==> src/rtl/pipeline_hazard_ctrl.sv <==
// Stall/flush sequencer for the 5-stage pipeline.
// It resolves these hazards:
//   - data-memory waits
//   - taken-branch flushes
//   - load-use bubbles
//   - HLT drain
// It also keeps a saturating stall-cycle counter for perf debug.
// Outputs are Mealy: they decode from the current state and this cycle's inputs.
module pipeline_hazard_ctrl #(
  parameter int DRAIN_CYCLES = 3,
  parameter int CNT_W        = 16
) (
  input  logic             clk,
  input  logic             rst,
  input  logic [3:0]       IFID_RegRs,
  input  logic [3:0]       IFID_RegRt,
  input  logic             id_uses_rt,
  input  logic             id_hlt,
  input  logic             IDEX_MemRead,
  input  logic [3:0]       IDEX_RegRd,
  input  logic             ex_branch_taken,
  input  logic             mem_req,
  input  logic             mem_ready,
  output logic             pc_en,
  output logic             ifid_en,
  output logic             ifid_flush,
  output logic             idex_en,
  output logic             idex_flush,
  output logic             exmem_en,
  output logic             memwb_en,
  output logic             halted,
  output logic [CNT_W-1:0] stall_cycles
);

  localparam int DW = $clog2(DRAIN_CYCLES + 1);

  typedef enum logic [1:0] {RUN, MEM_WAIT, DRAIN, HALTED} state_t;

  state_t        state, state_nxt;
  logic [DW-1:0] drain_cnt, drain_nxt;
  logic          luh, mw;

  assign luh = IDEX_MemRead && (IDEX_RegRd != 4'd0) &&
               ((IDEX_RegRd == IFID_RegRs) || (id_uses_rt && (IDEX_RegRd == IFID_RegRt)));
  assign mw  = mem_req && !mem_ready;

  // Next-state and enable/flush decode. The RUN rules (minus mw) are shared by
  // RUN and by the MEM_WAIT exit cycle. In that exit cycle, the frozen pipeline
  // still presents the branch, luh and HLT inputs.
  always_comb begin
    state_nxt  = state;
    drain_nxt  = drain_cnt;
    pc_en      = 1'b0;
    ifid_en    = 1'b0;
    ifid_flush = 1'b0;
    idex_en    = 1'b0;
    idex_flush = 1'b0;
    exmem_en   = 1'b0;
    memwb_en   = 1'b0;
    halted     = 1'b0;
    case (state)
      RUN, MEM_WAIT: begin
        if ((state == RUN) ? mw : !mem_ready) begin
          state_nxt = MEM_WAIT;
        end else begin
          state_nxt = RUN;
          idex_en   = 1'b1;
          exmem_en  = 1'b1;
          memwb_en  = 1'b1;
          if (ex_branch_taken) begin
            pc_en      = 1'b1;
            ifid_en    = 1'b1;
            ifid_flush = 1'b1;
            idex_flush = 1'b1;
          end else if (luh) begin
            idex_flush = 1'b1;
          end else if (id_hlt) begin
            drain_nxt = DW'(DRAIN_CYCLES);
            state_nxt = DRAIN;
          end else begin
            pc_en   = 1'b1;
            ifid_en = 1'b1;
          end
        end
      end
      DRAIN: begin
        if (!mw) begin
          idex_en  = 1'b1;
          exmem_en = 1'b1;
          memwb_en = 1'b1;
          if (ex_branch_taken) begin
            // An older branch ahead of the HLT squashes it.
            pc_en      = 1'b1;
            ifid_en    = 1'b1;
            ifid_flush = 1'b1;
            idex_flush = 1'b1;
            state_nxt  = RUN;
          end else begin
            idex_flush = 1'b1;
            drain_nxt  = drain_cnt - 1'b1;
            if (drain_cnt == DW'(1)) state_nxt = HALTED;
          end
        end
      end
      HALTED:  halted = 1'b1;
      default: state_nxt = RUN;
    endcase
    if (rst) begin
      pc_en      = 1'b0;
      ifid_en    = 1'b0;
      ifid_flush = 1'b0;
      idex_en    = 1'b0;
      idex_flush = 1'b0;
      exmem_en   = 1'b0;
      memwb_en   = 1'b0;
      halted     = 1'b0;
    end
  end

  // State and drain counter registers.
  always_ff @(posedge clk or posedge rst) begin
    if (rst) begin
      state     <= RUN;
      drain_cnt <= '0;
    end else begin
      state     <= state_nxt;
      drain_cnt <= drain_nxt;
    end
  end

  // Saturating count of stalled (pc_en=0) cycles, excluding HALTED.
  always_ff @(posedge clk or posedge rst) begin
    if (rst)
      stall_cycles <= '0;
    else if (!pc_en && (state != HALTED) && (stall_cycles != '1))
      stall_cycles <= stall_cycles + CNT_W'(1);
  end

endmodule
==> config.mk <==
export PLATFORM = sky130hd
export DESIGN_NAME = pipeline_hazard_ctrl
export DESIGN_NICKNAME = d
export VERILOG_FILES = /design/src/rtl/pipeline_hazard_ctrl.sv
export SDC_FILE = /design/constraint.sdc
export NUM_CORES = 1
export LEC_CHECK = 0
export ABC_AREA = 1
export BUFFER_PORTS_ARGS = -buffer_cell sky130_fd_sc_hd__buf_2
export CORE_MARGIN = 4
export CORE_UTILIZATION = 30
export CTS_CLUSTER_DIAMETER = 120
export CTS_CLUSTER_SIZE = 20
export DETAILED_ROUTE_END_ITERATION = 6
export SETUP_SLACK_MARGIN = 0.1
export SYNTH_ARGS = -nofsm -noshare
export SYNTH_HDL_FRONTEND = slang
export SYNTH_SLANG_ARGS = --single-unit
==> constraint.sdc <==
create_clock -name clk -period 1.7 [get_ports clk]
set_input_delay 0.17 -clock clk [delete_from_list [all_inputs] [get_ports clk]]
set_output_delay 0.17 -clock clk [all_outputs]
set_load 0.02 [all_outputs]
---- Yosys cells after proc, flatten, opt, wreduce, memory -nomap -nowiden ----
Cells that the tools add are included.
word-level totals
  register bits after elaboration ......... 20
  bits of input ports ..................... 20
  output and inout port bits .............. 24
  logic and storage cells ................. 73
cells by class
  add/sub/neg operators ................... 2
  equality and inequality tests ........... 15
  multiplexer cells ....................... 38
  reduce and logical (&&, ||, !) cells .... 15
operators by type and width
  kind                                                                 number
  2-bit 2-to-1 mux                                                     13
  1-bit 2-to-1 mux                                                     19
  16-bit by 1-bit adder with 16-bit output (second input constant)     1
  16-bit inequality test (second input constant)                       1
  2-bit inequality test (second input constant)                        7
  4-bit == test                                                        2
  1-bit one-hot mux with 2 select lines                                4
  2-bit one-hot mux with 2 select lines                                2
  7-bit AND reduction                                                  1
  1-bit logical AND                                                    6
  2-bit by 1-bit == test with 1-bit output (second input constant)     2
  2-bit == test (second input constant)                                2
  4-bit nonzero test                                                   1
  3-bit inequality test (second input constant)                        1
  3-bit AND reduction                                                  1
  1-bit logical NOT                                                    2
  2-bit logical NOT                                                    1
  2-bit nonzero test                                                   1
  2-bit OR reduction                                                   1
  2-bit by 1-bit subtractor with 2-bit output (second input constant)  1
  1-bit logical OR                                                     1

---- Longest topological paths before layout ----
Gate-level depths: netlist of run 1.
  word-level depth ........................ 12
  gate-level depth with buffers ........... 12
  gate-level depth less buffers ........... 12

---- Worst setup path after synthesis of run 1 ----
No wires, ideal clock.
  path kind ............................... reg-to-reg
  start point ............................. reg stall_cycles[0]
  end point ............................... reg stall_cycles[14]
  library setup time ...................... 0.118 ns
  data arrival time ....................... 1.690 ns
  data required time ...................... 1.582 ns
  slack ................................... -0.108 ns
  stages on the path, launching flop included .. 10
  path buffers ............................ 1
  period minus slack after synthesis ...... 1.808 ns
  cells stage by stage .................... dfrtp_1 ha_1 nand2_1 nor2_2 nand2_2 nor3_4 nand2_4 buf_2 nand4_1 nand2_1
on the way
  cells in the longest elaborated chain, start to end .. 2
  elaborated cells on any way between the ends .. 3
  classes of those cells .................. add/sub (1); eq/ne (1); reduce/logical (1)
RTL lines
  element                                                                                           RTL line  text
  start: declaration                                                                                32        output logic [CNT_W-1:0] stall_cycles
  start signal: assignment                                                                          136       stall_cycles <= stall_cycles + CNT_W'(1);
  parallel branches: the longest is 2 deep, another holds 16-bit by 1-bit adder with 16-bit output  n/a
Several ways; the timed one is not identified.
A chain may end at the register's enable or synchronous reset.

---- Final worst setup path of run 1 ----
  start point ............................. reg state[1]
  end point ............................... out ifid_en
on the way
  cells in the longest elaborated chain, start to end .. 5
  elaborated cells on any way between the ends .. 8
  classes of those cells .................. eq/ne (2); mux (4); reduce/logical (2)
RTL lines
  element                                  RTL line  text
  start: declaration                       39        state_t state, state_nxt;
  start signal: assignment                 126       state <= state_nxt;
  2-bit logical NOT                        61, 63
  1-bit 2-to-1 mux (2 in a row)            63        if ((state == RUN) ? mw : !mem_ready) begin
  1-bit one-hot mux with 2 select lines *  61        case (state)
  1-bit 2-to-1 mux *                       108       if (rst) begin
  end: declaration                         25        output logic ifid_en,
Every way passes the cells marked *; elsewhere a longest branch is shown, timed or not.

==> results.yml, run 1 <==
floorplan:
  die_h_um: 79.9
  initial_core_util: 0.320
  core_region_area_sq_um: 4850
  die_w_um: 79.9
  floorplan.rows: 25
  pin_count: 44
  dieArea_sq_um: 6380
placement:
  dp_hpwl_mm: 3.17
  post_dp_cell_area_sq_um: 1960
  dpl.cell_count: 336
  finalWeightedCongestion: 0.834
  place.port_buffers: 43
  dp_slack_ns: 0.00167
timing:
  hold_viol: 0
  postLayoutSetupSlackWorst_ns: 0.0267
  min_period_ns: 1.67
  final-max-slew-violation-count: 0
  final.period_utilization: 0.984
  setup-tns-final_ns: 0
  setup_repair_after_global_routing_missed_its_margin: "true"
  worst_slew_pin_slew_ns: 0.309
  slew_headroom: 0.791
  final_skew_ns: 0.00118
  maxClockFrequency_ghz: 0.598
  finalHoldWorstSlack_ns: 0.0395
  setup_viol_count_final: 0
critical_path:
  worstSetupPathType: "reg2out"
  worstSetupEndpointType: "primary output"
  crit_path_max_incr_delay_ns: 0.42
  r2r_cells: 12
  worst_setup_path_start_kind: "flip-flop"
  startpoint: "state[1]$_DFFE_PP0P_"
  critPathMaxFanout: 4
  r2r-start: "state[1]$_DFFE_PP0P_"
  critical_path.cell_chain: "inv_2 > nand3_2 > nand2_2 > nand3_4 > nand2_4 > nand2_4 > inv_6 > a21oi_4 > inv_6 > buf_6"
  worstPathArrival_ns: 1.50
  worst_path_max_delay_cell: "sky130_fd_sc_hd__dfrtp_2"
  critPathRequiredTime_ns: 1.53
synth:
  synth.ff_latch_count: 20
  synthDistinctLibCells: 32
  postSynth.asyncResetShare: 1.00
  postSynth.topFlopCell: "sky130_fd_sc_hd__dfrtp_1"
  post-synth-top-count-cell: "sky130_fd_sc_hd__nand2_1"
  ys_warn_count: 0
  ys_top_cells_by_count: "sky130_fd_sc_hd__nand2_1, sky130_fd_sc_hd__dfrtp_1, sky130_fd_sc_hd__inv_1, sky130_fd_sc_hd__nor2_1, sky130_fd_sc_hd__nand4_1"
  synth_top_cells_by_area: "sky130_fd_sc_hd__dfrtp_1, sky130_fd_sc_hd__nand2_1, sky130_fd_sc_hd__nand4_1, sky130_fd_sc_hd__xor2_1, sky130_fd_sc_hd__inv_1"
  synth-seq-area-share: 0.323
  synthesis.area_sq_um: 1550
  yosys.area.top_type_share: 0.323
  mappedNetlistNets: 242
  syn_area_per_cell_sq_um: 7.05
  number_of_enable_flip_flop_cells_after_synthesis: 0
  yosys.area.top_type: "sky130_fd_sc_hd__dfrtp_1"
  synthesis.instances: 220
pwr:
  power.leakage_nw: 1.25
  powerDensity_nw_per_um2: 458
  peakVddDrop_v: 0.000389
  design_power_mw: 1.05
drt:
  first_pass_iters: 4
  vias: 1678
  avgRoutedWirePerCell_um: 12.7
  post-route-drc-count: 0
  postRouteAntennaNets: 0
  drt-total-wl_mm: 4.55
  vias_per_cell: 4.70
  drt-initial-drc-count: 85
grt:
  grt_antenna_before_repair: 0
  grt_pass1_vias: 1582
  grt_max_degree: 21
  gr-total-overflow: 0
  grt_util_all_layers: 0.143
  grt_pass1_wl_mm: 7.33
cts:
  htree_levels: 1
  cts_buffer_depth: 2
  clk_pin_slew_worst_paths_ns: 0.07
  clock_insertion_delay_worst_skew_ns: 0.26
  clock_tree.root_cell: "sky130_fd_sc_hd__clkbuf_8"
  cts.hold.buffers_added: 0
  cts_made_buffers: 3
  tritoncts: "built"
  cts.sink_count: 20
cells_and_area:
  ff_latch_area_sq_um: 513
  diodes_inserted: 0
  multi_input_area_sq_um: 1010
  layout_overhead_on_the_synthesized_area_pct: 47.5
  final_layout_size_suffix_gt1_frac: 0.417
  final_cell_count_no_fill: 357
  final_design_utilization: 0.472
  nFillCells: 474
  layout.cell_area.non_filler_sq_um: 2290
  final_nets: 313
worst_hold_path:
  worst_hold_path_type: "in2async"
outcome:
  result_of_the_run: "completed"
job:
  cap_violations: 0
[timing repair]
item / CTS / global route
setup endpoints to repair: 20 / 24
setup buffers: 8 / 7
pin swaps: 10 / 4
resized for setup: 12 / 27
cloned: 3 / 0
[cell type report]
cell class,count,share of cell area
Clock inverter,1,0.0131
Timing Repair Buffer,71,0.212
Clock buffer,3,0.0181
Sequential cell,20,0.224
Multi-Input combinational cell,165,0.442
Inverter,30,0.0542
Tap cell,67,0.0367
[worst max-delay path: cells and delay by family, from the launching register on]
family	cells	cell delay, ns
buf+inv	4	0.27
flops	1	0.42
compound gates	1	0.19
simple gates	5	0.37
[registers in the layout, summed over array words and instances (netlist names)]
register,flops
state,2
drain_cnt,2
stall_cycles,16
[power by group]
part	total, mW	leakage [nW]	switching, mW	internal, mW
logic	0.0936	0.958	0.0570	0.0366
clock network	0.480	0.0357	0.165	0.315
registers	0.475	0.254	0	0.475
total	1.05	1.25	0.222	0.826
[kinds of logic (layout without fill, tap and decap cells)]
kind of cell,Yosys count,after routing,share of synthesized area
DFF,20,20,0.323
AOI/OAI and AO/OA,10,10,0.0492
xor gates and xnor gates,16,16,0.0904
adders and majority gates,2,2,0.0161
and+or+nand+nor,134,137,0.412
buffers and inverters,38,105,0.110
[cells in the final DEF, fill, tap and decap left out, types with 2 or more instances in the layout]
cell	count
sky130_fd_sc_hd__nand4_4	2
sky130_fd_sc_hd__xor2_1	12
sky130_fd_sc_hd__buf_4	25
sky130_fd_sc_hd__o21ai_1	2
sky130_fd_sc_hd__clkbuf_8	3
sky130_fd_sc_hd__nand3_1	11
sky130_fd_sc_hd__inv_2	6
sky130_fd_sc_hd__nand4_1	19
sky130_fd_sc_hd__nand2_4	6
sky130_fd_sc_hd__dfrtp_1	10
sky130_fd_sc_hd__nand2_1	64
sky130_fd_sc_hd__dfrtp_2	10
sky130_fd_sc_hd__nor2_4	3
sky130_fd_sc_hd__inv_1	20
sky130_fd_sc_hd__nand2_2	8
sky130_fd_sc_hd__buf_2	36
sky130_fd_sc_hd__buf_6	9
sky130_fd_sc_hd__inv_6	2
sky130_fd_sc_hd__xnor2_1	4
sky130_fd_sc_hd__nor2_1	17
[layer usage]
| metal | routed length, um | up-vias | part of all wire | GRT usage |
|---|---|---|---|---|
| li1 | - | 852 | - | - |
| met1 | 1990 | 794 | 0.44 | 0.172 |
| met2 | 2390 | 27 | 0.53 | 0.268 |
| met3 | 140 | 5 | 0.031 | 0.0271 |
| met4 | 29 | 0 | 0.0064 | 0.0203 |
| met5 | 0 | - | 0 | 0 |
[worst paths after layout]
path,to,slack (ns)
setup / recovery,ifid_en,0.03
hold / removal,stall_cycles[12]$_DFFE_PP0P_,0.04
setup reg to reg,stall_cycles[7]$_DFFE_PP0P_,0.09
hold reg to reg,drain_cnt[1]$_DFFE_PP0P_,0.51
max in group asynchronous,stall_cycles[5]$_DFFE_PP0P_,1.43
min in group clk,state[1]$_DFFE_PP0P_,0.26
Power figures use the tool's default switching activity.
==> inputs of run 2 (changes only) <==
GPL_TIMING_DRIVEN = 0   (was unset)
==> run 2 against run 1 <==
Compared with the run above: the run now ends with setup timing left; routed wire length is 4.5% lower; clock skew is 0.0045 ns higher; non-clock buffer count up 5; count of clock-buffer cells in the layout unchanged; sequential share of layout area down 0.13 points; utilization up 0.28 points; power shrank 16%; final area grew 0.60%; sequential cell count stayed put; critical path type unchanged.
==> results.yml, run 2 (synthesis gave the netlist of run 1 again) <==
drt:
  avgRoutedWirePerCell_um: 12.1
  postRouteAntennaNets: 0
  vias_per_cell: 4.60
  vias: 1648
  drt-initial-drc-count: 97
  post-route-drc-count: 0
  first_pass_iters: 4
  drt-total-wl_mm: 4.34
job:
  cap_violations: 0
timing:
  min_period_ns: 1.81
  setup-tns-final_ns: -0.149
  maxClockFrequency_ghz: 0.553
  setup_viol_count_final: 2
  hold_viol: 0
  finalHoldWorstSlack_ns: 0.222
  worst_slew_pin_slew_ns: 0.913
  final_skew_ns: 0.00565
  setup_repair_after_global_routing_missed_its_margin: "true"
  final.period_utilization: 1.06
  slew_headroom: 0.389
  final-max-slew-violation-count: 0
  postLayoutSetupSlackWorst_ns: -0.110
critical_path:
  critical_path.cell_chain: "inv_2 > nand3_2 > nand2_4 > nand3_4 > nand2_4 > nand2_4 > inv_6 > a21oi_4 > buf_6 > inv_6 > buf_6 > buf_6"
  worstPathArrival_ns: 1.64
  critPathRequiredTime_ns: 1.53
  worst_setup_path_start_kind: "flip-flop"
  path_delay_family: "buffers and inverters"
  worst_path_max_delay_cell: "sky130_fd_sc_hd__dfrtp_2"
  worstSetupPathType: "reg2out"
  critPathMaxFanout: 4
  crit_path_max_incr_delay_ns: 0.42
  worstSetupEndpointType: "primary output"
  cp.buffers_inverters: 6
cts:
  clk_pin_slew_worst_paths_ns: 0.07
  cts_buffer_depth: 2
  htree_levels: 1
  cts.sink_count: 20
  tritoncts: "built"
  cts_made_buffers: 3
  clock_insertion_delay_worst_skew_ns: 0.26
  clock_tree.root_cell: "sky130_fd_sc_hd__clkbuf_8"
floorplan:
  initial_core_util: 0.320
  floorplan.rows: 25
  core_region_area_sq_um: 4850
  dieArea_sq_um: 6380
  die_w_um: 79.9
  die_h_um: 79.9
  pin_count: 44
placement:
  dp_slack_ns: -0.171
  finalWeightedCongestion: 0.876
  dp_hpwl_mm: 3.04
  dpl.cell_count: 330
  place.port_buffers: 43
  post_dp_cell_area_sq_um: 1920
cells_and_area:
  final_nets: 315
  layout.cell_area.non_filler_sq_um: 2300
  final_cell_count_no_fill: 358
  nFillCells: 474
  final_design_utilization: 0.475
  reg.largest.list: "stall_cycles: 16 flops, drain_cnt: 2 flops, state: 2 flops"
  layout_commonest_cell: "sky130_fd_sc_hd__nand2_1"
  diodes_inserted: 0
  layout_overhead_on_the_synthesized_area_pct: 48.4
  final_layout_size_suffix_gt1_frac: 0.443
  final_cell_mix: "sky130_fd_sc_hd__nand2_1, sky130_fd_sc_hd__buf_2, sky130_fd_sc_hd__buf_4"
  max_ffs_per_register: 16
  max_flop_register: "stall_cycles"
worst_hold_path:
  worst_hold_path_type: "in2reg"
pwr:
  powerDensity_nw_per_um2: 383
  design_power_uw: 882
  power.leakage_nw: 1.23
  peakVddDrop_v: 0.000384
grt:
  grt_pass1_vias: 1591
  grt_antenna_before_repair: 0
  grt_util_all_layers: 0.143
  grt_max_degree: 21
  grt_pass1_wl_mm: 7.38
  gr-total-overflow: 0
outcome:
  result_of_the_run: "complete, but fails checks"
  failed_checks: "setup timing"
run 2: cell types whose count changed in the layout (fill, tap and decap cells not counted), moves of 2 or more:
cell / delta
sky130_fd_sc_hd__nand2_1: -10
sky130_fd_sc_hd__buf_4: -2
sky130_fd_sc_hd__nand2_2: +7
sky130_fd_sc_hd__buf_6: +2
run 2: power by group:
part / internal [mW] / leakage [nW] / switching (mW) / total (mW)
clock network: 0.158 / 0.0216 / 0.154 / 0.312
registers: 0.475 / 0.254 / 0 / 0.475
logic: 0.0398 / 0.954 / 0.0551 / 0.0949
run 2: worst register-to-register path: cells and delay by family (launching register included):
family / cells / cell delay (ns)
and+or+nand+nor: 8 / 0.88
DFF: 1 / 0.39
adders and majority gates: 1 / 0.17
buffers and inverters: 1 / 0.17
run 2: final timing paths:
| kind | start | endpoint | slack [ns] | depth (start not counted) |
|---|---|---|---|---|
| worst max-delay path | state[1]$_DFFE_PP0P_ | pc_en | -0.11 | 12 |
| min in group asynchronous | rst | stall_cycles[6]$_DFFE_PP0P_ | 0.74 | 3 |
| worst max register to register | stall_cycles[0]$_DFFE_PP0P_ | stall_cycles[2]$_DFFE_PP0P_ | 0.04 | 10 |
| worst min-delay path | id_hlt | state[1]$_DFFE_PP0P_ | 0.22 | 3 |
| worst min register to register | drain_cnt[1]$_DFFE_PP0P_ | drain_cnt[1]$_DFFE_PP0P_ | 0.51 | 2 |
| max in group asynchronous | rst | stall_cycles[1]$_DFFE_PP0P_ | 0.33 | 3 |
run 2: per-layer routing:
metal,GRT usage,vias to the layer above,share of wire
met3,0.0260,4,0.024
met4,0.0152,0,0.0058
li1,-,855,-
met5,0,-,0
met1,0.186,773,0.45
met2,0.253,16,0.52
run 2: area by class of cell:
type | count | area [sq um] | area share
repair buffers | 68 | 468 | 0.203
flip-flops and latches | 20 | 513 | 0.223
clock buffers | 3 | 41.3 | 0.0179
multi-input cells | 162 | 990 | 0.430
inverters | 30 | 123 | 0.0533
well taps | 67 | 83.8 | 0.0364
plain buffers | 8 | 82.6 | 0.0359
run 2: repair_timing:
action / 4_1_cts / 5_1_grt
setup buffers: 16 / 8
endpoints found under the setup margin: 22 / 30
gates resized for setup: 21 / 23
hold buffers: 1 / 0
pin swaps: 8 / 12
hold endpoints to repair: 20 / 0
cloned: 0 / 1
==> inputs of run 3 (changes only) <==
ABC_AREA = unset   (was 1)
==> run 3 against run 2 <==
Compared with the run above: sequential cell count is the same; routed wire length shrank 16%; cell count shrank 31%; the run now ends clean; largest cell class unchanged; non-clock buffer count shrank 5; synthesized cell count shrank 42%.
==> results.yml, run 3 <==
outcome:
  result_of_the_run: "completed"
cells_and_area:
  final_layout_size_suffix_gt1_frac: 0.631
  layout.cell_area.non_filler_sq_um: 2190
  diodes_inserted: 0
  nFillCells: 349
  final_cell_count_no_fill: 248
  max_ffs_per_register: 16
  final_cell_mix: "sky130_fd_sc_hd__buf_2, sky130_fd_sc_hd__buf_4, sky130_fd_sc_hd__xor2_1"
  final_nets: 221
  max_flop_register: "stall_cycles"
  reg.largest.list: "stall_cycles: 16 flops, drain_cnt: 2 flops, state: 2 flops"
  layout_overhead_on_the_synthesized_area_pct: 72.0
  layout_commonest_cell: "sky130_fd_sc_hd__buf_2"
synth:
  synth_top_cells_by_area: "sky130_fd_sc_hd__dfrtp_1, sky130_fd_sc_hd__xor2_1, sky130_fd_sc_hd__nor3_1, sky130_fd_sc_hd__nand3_1, sky130_fd_sc_hd__nand2_1"
  synth-seq-area-share: 0.394
  ys_warn_count: 0
  synth.ff_latch_count: 20
  synthesis.area_sq_um: 1270
  postSynth.asyncResetShare: 1.00
  postSynth.topFlopCell: "sky130_fd_sc_hd__dfrtp_1"
  yosys.area.top_type: "sky130_fd_sc_hd__dfrtp_1"
  yosys.area.top_type_share: 0.394
  post-synth-top-count-cell: "sky130_fd_sc_hd__dfrtp_1"
  syn_area_per_cell_sq_um: 9.93
  synthesis.instances: 128
  synthDistinctLibCells: 35
  number_of_enable_flip_flop_cells_after_synthesis: 0
  mappedNetlistNets: 150
  ys_top_cells_by_count: "sky130_fd_sc_hd__dfrtp_1, sky130_fd_sc_hd__xor2_1, sky130_fd_sc_hd__nand2_1"
critical_path:
  timing.critical_path.mode_cell: "sky130_fd_sc_hd__buf_6"
  worst_setup_path_start_kind: "flip-flop"
  worstPathArrival_ns: 1.51
  worstSetupPathType: "reg2out"
  worst_path_max_delay_cell: "sky130_fd_sc_hd__dfrtp_2"
  critical_path.cell_chain: "inv_2 > a2bb2oi_4 > nor3b_4 > or2_4 > buf_6 > buf_6"
  worstSetupEndpointType: "primary output"
  critPathRequiredTime_ns: 1.53
  critPathMaxFanout: 4
  path_delay_family: "flip-flops"
  crit_path_max_incr_delay_ns: 0.42
  cp.buffers_inverters: 3
timing:
  maxClockFrequency_ghz: 0.594
  final_skew_ns: 0.00548
  setup-tns-final_ns: 0
  final.period_utilization: 0.991
  setup_viol_count_final: 0
  worst_slew_pin_slew_ns: 0.767
  setup_repair_after_global_routing_missed_its_margin: "true"
  min_period_ns: 1.68
  final-max-slew-violation-count: 0
  slew_headroom: 0.488
  postLayoutSetupSlackWorst_ns: 0.0152
  hold_viol: 0
drt:
  first_pass_iters: 4
  post-route-drc-count: 0
  drt-initial-drc-count: 67
  vias: 1214
  vias_per_cell: 4.90
  avgRoutedWirePerCell_um: 14.8
  postRouteAntennaNets: 0
  drt-total-wl_mm: 3.67
cts:
  htree_levels: 1
  clock_tree.root_cell: "sky130_fd_sc_hd__clkbuf_8"
  cts.hold.buffers_added: 0
  clk_pin_slew_worst_paths_ns: 0.08
  cts.sink_count: 20
  cts_made_buffers: 3
  clock_insertion_delay_worst_skew_ns: 0.26
  tritoncts: "built"
  cts_buffer_depth: 2
placement:
  dp_slack_ns: -0.137
  finalWeightedCongestion: 0.697
  dp_hpwl_mm: 2.26
  post_dp_cell_area_sq_um: 1620
  dpl.cell_count: 221
  place.port_buffers: 43
job:
  cap_violations: 0
grt:
  grt_antenna_before_repair: 0
  grt_max_degree: 21
  grt_pass1_wl_mm: 5.41
  grt_util_all_layers: 0.129
  grt_pass1_vias: 1190
  gr-total-overflow: 0
floorplan:
  dieArea_sq_um: 5340
  die_w_um: 73.1
  floorplan.rows: 23
  pin_count: 44
  core_region_area_sq_um: 4060
  die_h_um: 73.1
  initial_core_util: 0.313
pwr:
  powerDensity_nw_per_um2: 1130
  power.leakage_nw: 0.982
  peakVddDrop_v: 0.000502
  design_power_mw: 2.46
worst_hold_path:
  worst_hold_path_type: "in2async"
## run 3: cell count changes after synthesis, moves of 8 or more
cell                      delta
sky130_fd_sc_hd__nand2_1    -60
sky130_fd_sc_hd__nand4_1    -18
sky130_fd_sc_hd__inv_1      -16
sky130_fd_sc_hd__nor2_1     -10
sky130_fd_sc_hd__nor3_1     +10
sky130_fd_sc_hd__inv_2       -8
## run 3: logic make-up after synthesis
| family | after synthesis | synth area share |
|---|---|---|
| and+or+nand+nor | 59 | 0.276 |
| adders and majority gates | 2 | 0.0197 |
| DFF | 20 | 0.394 |
| AOI/OAI and AO/OA | 14 | 0.0965 |
| xor gates and xnor gates | 23 | 0.158 |
| buffers and inverters | 9 | 0.0472 |
| muxes | 1 | 0.00886 |
## run 3: final timing paths
| kind | start | end | slack [ns] | depth (start not counted) |
|---|---|---|---|---|
| min in group clk | ex_branch_taken | state[1]$_DFFE_PP0P_ | 0.18 | 2 |
| min | rst | stall_cycles[9]$_DFFE_PP0P_ | 0.11 | 2 |
| max in group asynchronous | rst | stall_cycles[3]$_DFFE_PP0P_ | 1.05 | 2 |
| max | state[1]$_DFFE_PP0P_ | pc_en | 0.02 | 6 |
| max reg2reg | state[1]$_DFFE_PP0P_ | stall_cycles[7]$_DFFE_PP0P_ | 0.04 | 7 |
| min reg2reg | stall_cycles[11]$_DFFE_PP0P_ | stall_cycles[11]$_DFFE_PP0P_ | 0.50 | 1 |
## run 3: what timing repair did
action,in CTS,in global routing
gates resized for setup,33,33
cloned,0,2
setup endpoints to repair,21,22
pin swaps,15,28
endpoints found under the hold margin,0,0
buffers inserted,16,5
## run 3: cell type report
type                    count  area (sq um)  area share
plain buffers               5          66.3      0.0303
well taps                  50          62.6      0.0286
multi-input cells          99          1000       0.459
clock buffers               4          45.0      0.0206
inverters                   4          15.0     0.00686
flip-flops and latches     20           513       0.235
repair buffers             66           482       0.220
## run 3: per-layer routing
| metal | global-route usage | part of all wire | up-vias |
|---|---|---|---|
| met3 | 0.0262 | 0.073 | 8 |
| met2 | 0.210 | 0.51 | 48 |
| met4 | 0.0430 | 0.019 | 0 |
| met5 | 0 | 0 | - |
| li1 | - | - | 585 |
| met1 | 0.169 | 0.40 | 573 |
## run 3: report_power, final
group	leakage (nW)	switching [mW]	internal, mW
combinational	0.722	0.698	0.648
sequential	0.237	0.174	0.615
clock	0.0228	0.162	0.167
## run 3: stage by stage
| step | hold WS [ns] | utilization |
|---|---|---|
| floorplan | 0.133 | - |
| global placement | 0.409 | 0.399 |
| detailed placement | 0.415 | 0.399 |
| CTS | 0.138 | 0.476 |
| global route | 0.180 | 0.539 |
| finish | 0.114 | 0.539 |
